===== src/rtl/id_ex_stage_pkg.sv =====
// Shared ISA definitions for the decode/issue stage and the vector ALU.
// Field positions are given as [hi:lo] of the 32-bit word; bit 31 is ISA bit 0.
package id_ex_stage_pkg;

  localparam logic [5:0] OP_R_ALU     = 6'b101010;
  localparam logic [5:0] OP_LOAD      = 6'b100000;
  localparam logic [5:0] OP_STORE     = 6'b100001;
  localparam logic [5:0] OP_BRANCH_EZ = 6'b100010;
  localparam logic [5:0] OP_BRANCH_NZ = 6'b100011;
  localparam logic [5:0] OP_NOP       = 6'b111100;

  localparam logic [5:0] FUNC_VAND = 6'b000001;
  localparam logic [5:0] FUNC_VOR  = 6'b000010;
  localparam logic [5:0] FUNC_VXOR = 6'b000011;
  localparam logic [5:0] FUNC_VNOT = 6'b000100;
  localparam logic [5:0] FUNC_VMOV = 6'b000101;
  localparam logic [5:0] FUNC_VADD = 6'b000110;
  localparam logic [5:0] FUNC_VSUB = 6'b000111;

  localparam logic [1:0] WW_8  = 2'b00;
  localparam logic [1:0] WW_16 = 2'b01;
  localparam logic [1:0] WW_32 = 2'b10;
  localparam logic [1:0] WW_64 = 2'b11;

  localparam int OP_HI   = 31;
  localparam int OP_LO   = 26;
  localparam int RD_HI   = 25;
  localparam int RD_LO   = 21;
  localparam int RA_HI   = 20;
  localparam int RA_LO   = 16;
  localparam int RB_HI   = 15;
  localparam int RB_LO   = 11;
  localparam int WW_HI   = 7;
  localparam int WW_LO   = 6;
  localparam int FUNC_HI = 5;
  localparam int FUNC_LO = 0;
  localparam int IMM_HI  = 15;
  localparam int IMM_LO  = 0;

  typedef enum logic {
    ST_RUN    = 1'b0,
    ST_STALL1 = 1'b1
  } state_e;

  typedef struct packed {
    logic        valid;
    logic [5:0]  op;
    logic [5:0]  func;
    logic [1:0]  ww;
    logic [4:0]  rd;
    logic [15:0] imm;
    logic [63:0] a;
    logic [63:0] b;
  } idex_t;

  localparam idex_t IDEX_BUBBLE = '{valid: 1'b0, op: OP_NOP, func: 6'd0, ww: 2'd0,
                                    rd: 5'd0, imm: 16'd0, a: 64'd0, b: 64'd0};

  function automatic logic is_branch(input logic [5:0] op);
    return (op == OP_BRANCH_EZ) || (op == OP_BRANCH_NZ);
  endfunction

  // Every issuable opcode reads operand A; anything else becomes a bubble.
  function automatic logic uses_a(input logic [5:0] op);
    return (op == OP_R_ALU) || (op == OP_LOAD) || (op == OP_STORE) || is_branch(op);
  endfunction

  function automatic logic uses_b(input logic [5:0] op);
    return (op == OP_R_ALU) || (op == OP_STORE);
  endfunction

endpackage


===== src/rtl/id_ex_stage_fwd_mux.sv =====
// Operand source select: MEM forward beats WB forward beats register file.
module id_ex_stage_fwd_mux
  import id_ex_stage_pkg::*;
(
  input  logic [4:0]  addr_i,
  input  logic [63:0] rf_data_i,
  input  logic        mem_en_i,
  input  logic [4:0]  mem_addr_i,
  input  logic [63:0] mem_data_i,
  input  logic        wb_en_i,
  input  logic [4:0]  wb_addr_i,
  input  logic [63:0] wb_data_i,
  output logic [63:0] data_o
);

  always_comb begin
    data_o = rf_data_i;
    if (mem_en_i && (mem_addr_i == addr_i)) begin
      data_o = mem_data_i;
    end else if (wb_en_i && (wb_addr_i == addr_i)) begin
      data_o = wb_data_i;
    end
  end

endmodule


===== src/rtl/id_ex_stage.sv =====
// Decode/issue stage: splits the instruction, forwards operands, and owns the
// ID/EX register with load-use stall, branch flush and execute back-pressure.
module id_ex_stage
  import id_ex_stage_pkg::*;
(
  input  logic        clk,
  input  logic        reset,
  input  logic [31:0] if_instr,
  input  logic        if_valid,
  output logic        id_ready,
  output logic [4:0]  rf_rA_addr,
  output logic [4:0]  rf_rB_addr,
  input  logic [63:0] rf_rA_data,
  input  logic [63:0] rf_rB_data,
  input  logic        mem_fwd_en,
  input  logic [4:0]  mem_fwd_addr,
  input  logic [63:0] mem_fwd_data,
  input  logic        wb_fwd_en,
  input  logic [4:0]  wb_fwd_addr,
  input  logic [63:0] wb_fwd_data,
  input  logic        ex_stall,
  input  logic        flush,
  output logic        ex_valid,
  output logic [5:0]  Op_code,
  output logic [5:0]  R_ins,
  output logic [1:0]  WW,
  output logic [4:0]  rD_addr,
  output logic [15:0] imm,
  output logic [63:0] rA_64bit_val,
  output logic [63:0] rB_64bit_val
);

  logic [5:0]  dec_op;
  logic [4:0]  dec_rd;
  logic [4:0]  dec_ra;
  logic [4:0]  dec_rb;
  logic        use_a;
  logic        use_b;
  logic        loaduse;
  logic [63:0] opnd_a;
  logic [63:0] opnd_b;
  idex_t       idex_q;
  idex_t       idex_d;
  idex_t       issue_entry;
  state_e      state_q;
  state_e      state_d;

  assign dec_op = if_instr[OP_HI:OP_LO];
  assign dec_rd = if_instr[RD_HI:RD_LO];
  assign dec_ra = if_instr[RA_HI:RA_LO];
  assign dec_rb = if_instr[RB_HI:RB_LO];
  assign use_a  = uses_a(dec_op);
  assign use_b  = uses_b(dec_op);

  // Branches test rD; stores take their data register from rD as operand B.
  assign rf_rA_addr = is_branch(dec_op) ? dec_rd : dec_ra;
  assign rf_rB_addr = (dec_op == OP_STORE) ? dec_rd : dec_rb;

  id_ex_stage_fwd_mux u_fwd_a (
    .addr_i     (rf_rA_addr),
    .rf_data_i  (rf_rA_data),
    .mem_en_i   (mem_fwd_en),
    .mem_addr_i (mem_fwd_addr),
    .mem_data_i (mem_fwd_data),
    .wb_en_i    (wb_fwd_en),
    .wb_addr_i  (wb_fwd_addr),
    .wb_data_i  (wb_fwd_data),
    .data_o     (opnd_a)
  );

  id_ex_stage_fwd_mux u_fwd_b (
    .addr_i     (rf_rB_addr),
    .rf_data_i  (rf_rB_data),
    .mem_en_i   (mem_fwd_en),
    .mem_addr_i (mem_fwd_addr),
    .mem_data_i (mem_fwd_data),
    .wb_en_i    (wb_fwd_en),
    .wb_addr_i  (wb_fwd_addr),
    .wb_data_i  (wb_fwd_data),
    .data_o     (opnd_b)
  );

  // In STALL1 the load result is already on the WB path, so no second bubble.
  assign loaduse = if_valid && (state_q == ST_RUN) && idex_q.valid &&
                   (idex_q.op == OP_LOAD) &&
                   ((use_a && (idex_q.rd == rf_rA_addr)) ||
                    (use_b && (idex_q.rd == rf_rB_addr)));

  assign issue_entry = '{valid: 1'b1, op: dec_op, func: if_instr[FUNC_HI:FUNC_LO],
                         ww: if_instr[WW_HI:WW_LO], rd: dec_rd,
                         imm: if_instr[IMM_HI:IMM_LO], a: opnd_a, b: opnd_b};

  always_ff @(posedge clk) begin
    if (reset) begin
      state_q <= ST_RUN;
      idex_q  <= IDEX_BUBBLE;
    end else begin
      state_q <= state_d;
      idex_q  <= idex_d;
    end
  end

  always_comb begin
    state_d = ST_RUN;
    if (flush) begin
      state_d = ST_RUN;
    end else if (ex_stall) begin
      state_d = state_q;
    end else if (loaduse) begin
      state_d = ST_STALL1;
    end
  end

  always_comb begin
    id_ready = flush || (!ex_stall && !loaduse);
    idex_d   = IDEX_BUBBLE;
    if (flush) begin
      idex_d = IDEX_BUBBLE;
    end else if (ex_stall) begin
      idex_d = idex_q;
    end else if (loaduse) begin
      idex_d = IDEX_BUBBLE;
    end else if (if_valid && use_a) begin
      idex_d = issue_entry;
    end
  end

  assign ex_valid     = idex_q.valid;
  assign Op_code      = idex_q.op;
  assign R_ins        = idex_q.func;
  assign WW           = idex_q.ww;
  assign rD_addr      = idex_q.rd;
  assign imm          = idex_q.imm;
  assign rA_64bit_val = idex_q.a;
  assign rB_64bit_val = idex_q.b;

endmodule


===== config.mk =====
export PLATFORM = sky130hd
export DESIGN_NAME = id_ex_stage
export DESIGN_NICKNAME = d
export VERILOG_FILES = /design/src/rtl/id_ex_stage_pkg.sv /design/src/rtl/id_ex_stage_fwd_mux.sv /design/src/rtl/id_ex_stage.sv
export SDC_FILE = /design/constraint.sdc
export NUM_CORES = 1
export LEC_CHECK = 0
export BUFFER_PORTS_ARGS = -buffer_cell sky130_fd_sc_hd__buf_2
export CAP_MARGIN = 20
export CORE_AREA = 2 2 185 187
export CTS_BUF_LIST = sky130_fd_sc_hd__clkbuf_16
export DETAILED_ROUTE_END_ITERATION = 6
export DIE_AREA = 0 0 187 189
export HOLD_SLACK_MARGIN = 0.03
export PLACE_DENSITY = 0.51
export SLEW_MARGIN = 20
export SYNTH_ARGS = -nofsm -noshare
export SYNTH_HDL_FRONTEND = slang
export SYNTH_SLANG_ARGS = --single-unit

===== constraint.sdc =====
create_clock -name clk -period 3.4 [get_ports clk]
set_input_delay 0.68 -clock clk [delete_from_list [all_inputs] [get_ports clk]]
set_output_delay 0.68 -clock clk [all_outputs]
set_load 0.02 [all_outputs]

==> impl_metrics.tcl <==
set metrics [dict create \
    status "finished clean" \
    cp_num_cells 9 \
    yosysUniqueCellTypes 51 \
    post-dp-hpwl_um 31760 \
    routed_via_density 5.171 \
    avgSynthCellArea_sq_um 8.475 \
    fin_crit_sh_pct 99.44 \
    die_area_sq_mm 0.03534 \
    overflow 0 \
    path_clk_slew_ns 0.06 \
    slew_headroom_pct 25.96 \
    required_ns 2.72 \
    path_cells "buf_2, or4b_4, buf_6, a2111oi_4, a221o_1, a41oi_2, o21a_1, or2_2, buf_6" \
    synth_area_sq_mm 0.009271 \
    synth_area_leaders "dfxtp_1 (34%), mux2i_1 (7.0%), a221o_1 (6.4%), a22o_1 (5.4%), a21boi_0 (5.2%)" \
    cts_tree "yes" \
    setup.worst_path.end_class "output pin" \
    hold_viol_final 0 \
    pre_cts_ws_ns -0.1452 \
    setup_tns_ns 0 \
    chipHeight_um 189 \
    synthArstFlopShare_pct 0 \
    antenna_found_initial 1 \
    finalWirelength_um 41970 \
    setup_viol_count_final 0 \
    p_per_area_mw_per_mm2 337.9 \
    hold_path_depth 2 \
    final_max_slew_viol_count 0 \
    synth_edf_count 0 \
    rows 67 \
    area_growth_syn_to_layout_pct 44.82 \
    rr_worst_depth 11 \
    drv_cap 0 \
    finalWeightedCongestion 0.8957 \
    grt_max_degree 68 \
    cp_slowest_cell "or4b_4" \
    total_power_mw 4.537 \
    cts_sinks 157 \
    drcViolationCount 0 \
    yosysMostFrequentCell "dfxtp_1" \
    drtIter0Drc 601 \
    drive_gt1_share_pct 42.32 \
    ioPinCount 480 \
    synth_common_cells "dfxtp_1 (157), nand2_1 (92), o21ai_1 (76)" \
    fmax_mhz 295.8 \
    layout.nets 1868 \
    grt_pass1_vias 10470 \
    critPathMostFrequentCell "buf_6" \
    tightest_slew_ns 1.108 \
    synth_top_area_cell "dfxtp_1" \
    finalCriticalPeriod_ns 3.381 \
    crit_buf_inv 3 \
    ys_ff_latch 157 \
    ys.flop_type "dfxtp_1" \
    wire_per_inst_um 20.72 \
    cts_max_level 4 \
    yosysWarnings 0 \
    numCtsBuffers 17 \
    fin_skew_ns 0.01232 \
    cts-root-buf "clkbuf_16" \
    path_class "input pin to output pin" \
    cpPeakStageDelay_ns 0.56 \
    ctsLongestPathBuffers 2 \
    initial_core_util_pct 27.86 \
    ant_nets 0 \
    clock_latency_ns 0.44 \
    cpLargestDelayFamily "simple AND/OR/NAND/NOR gates" \
    gr-usage-all-layers_pct 23.10 \
    syn_inst 1094 \
    final_area_sq_mm 0.01343 \
    leakagePower_nw 6.544 \
    hold_path_class "flop to flop" \
    irDropWorstVdd_mv 0.3356 \
    fin_ws_ns 0.01910 \
    grt_pass1_wl_um 63360 \
    placed_area_sq_mm 0.01279 \
    yosys.area.top_type_share_pct 33.90 \
    drt_pre_antenna_iters 5 \
    coreArea_sq_mm 0.03328 \
    vias 10470 \
    worstSetupStartpointType "input pin" \
    crit_arrival_ns 2.70 \
    syn_nets 1399 \
    cts_hold_repair.buffers 0 \
    seq_area_frac_synth_pct 33.90 \
    crit_fanout 2 \
    die_x_um 187 \
    portBuffers 479 \
]
## state kept, by name (all words and copies together), names as in the netlist
register      flops
rA_64bit_val     64
rB_64bit_val     64
imm              10
Op_code           6
R_ins             5
rD_addr           5
WW                1
ex_valid          1
state_q           1
## where the power goes
| group | total [mW] | leakage (nW) | internal [mW] | switching (mW) |
|---|---|---|---|---|
| Sequential | 1.85 | 1.26 | 1.84 | 0.00366 |
| Clock | 1.80 | 0.252 | 0.929 | 0.868 |
| Combinational | 0.892 | 5.03 | 0.409 | 0.483 |
| Total | 4.54 | 6.54 | 3.18 | 1.35 |
## worst reg2reg max path: stages, from the launching register on
cell	delay [ns]
dfxtp_1	0.49
xor2_1	0.38
a2111oi_4	0.11
a221o_1	0.39
a41oi_2	0.22
buf_4	0.14
buf_4	0.11
o2111ai_4	0.12
buf_12	0.19
buf_4	0.18
a21oi_1	0.15
a22o_1	0.14
## per-stage QoR
step	utilization [%]	cells	hold WS, ns
detailed placement	38.43	1987	0.4359
finish	40.34	2025	0.4411
global placement	38.43	1987	0.4299
floorplan	-	1094	0.4765
CTS	40.18	2022	0.4446
global route	40.34	2025	0.4579
## cell type report
type,instances,area (sq um)
Multi-Input combinational cell,795,5632
Antenna cell,1,2.502
Fill cell,3539,19850
Clock inverter,15,100.1
Timing Repair Buffer,573,3492
Sequential cell,157,3143
Clock buffer,17,425.4
Tap cell,448,560.5
Inverter,19,71.32
## cell families (layout without fill, tap and decap cells)
| family | after synthesis | after routing | synth area share (%) |
|---|---|---|---|
| xor+xnor | 25 | 25 | 2.362 |
| simple gates | 247 | 247 | 12.20 |
| compound gates | 421 | 421 | 33.04 |
| other cells | 0 | 1 | 0 |
| buf+inv | 142 | 624 | 6.991 |
| flops | 157 | 157 | 33.90 |
| mux | 102 | 102 | 11.51 |
## final timing paths
| check | slack (ns) | start | to |
|---|---|---|---|
| worst max-delay path | 0.02 | if_instr[29] | id_ready |
| worst min-delay path | 0.44 | rA_64bit_val[17]$_SDFFE_PP0N_ | rA_64bit_val[17]$_SDFFE_PP0N_ |
| worst min register to register | 0.44 | rA_64bit_val[17]$_SDFFE_PP0N_ | rA_64bit_val[17]$_SDFFE_PP0N_ |
| worst max register to register | 0.74 | rD_addr[1]$_SDFFE_PP0N_ | rB_64bit_val[33]$_SDFFE_PP0N_ |
## placed cells by master, fill, tap and decap left out, types with 3 or more instances in the layout
cell        count
a211oi_1        3
a21boi_0       64
a21o_1         38
a21oi_1        70
a221o_1        59
a221oi_1       11
a22o_1         57
a22oi_1        16
buf_12         30
buf_2         478
buf_4          62
buf_6           3
clkbuf_16      17
clkinv_2        3
clkinvlp_4      4
dfxtp_1       157
inv_1          20
inv_6           3
mux2_2         36
mux2i_1        65
nand2_1        92
nand2b_1        5
nand3_1         4
nand4_1         3
nor2_1         50
nor2b_1         5
nor3_1         68
o2111ai_1       3
o21ai_0         3
o21ai_1        76
or2_2           4
xnor2_1        15
xor2_1         10
## timing repair
item	in CTS	in global routing
resized for setup	7	7
endpoints found under the setup margin	1	1
pin swaps	3	6
setup buffers	3	2
cloned	0	0
## layer usage
layer  vias up  part of all wire, %  global-route usage (%)
met5         -                    0                       0
met4         0                  2.4                   8.089
met3        48                  6.1                   5.097
met2       407                   49                   40.02
met1      5018                   43                   28.21
li1       4998                    -                       -
Power figures use the tool's default switching activity.
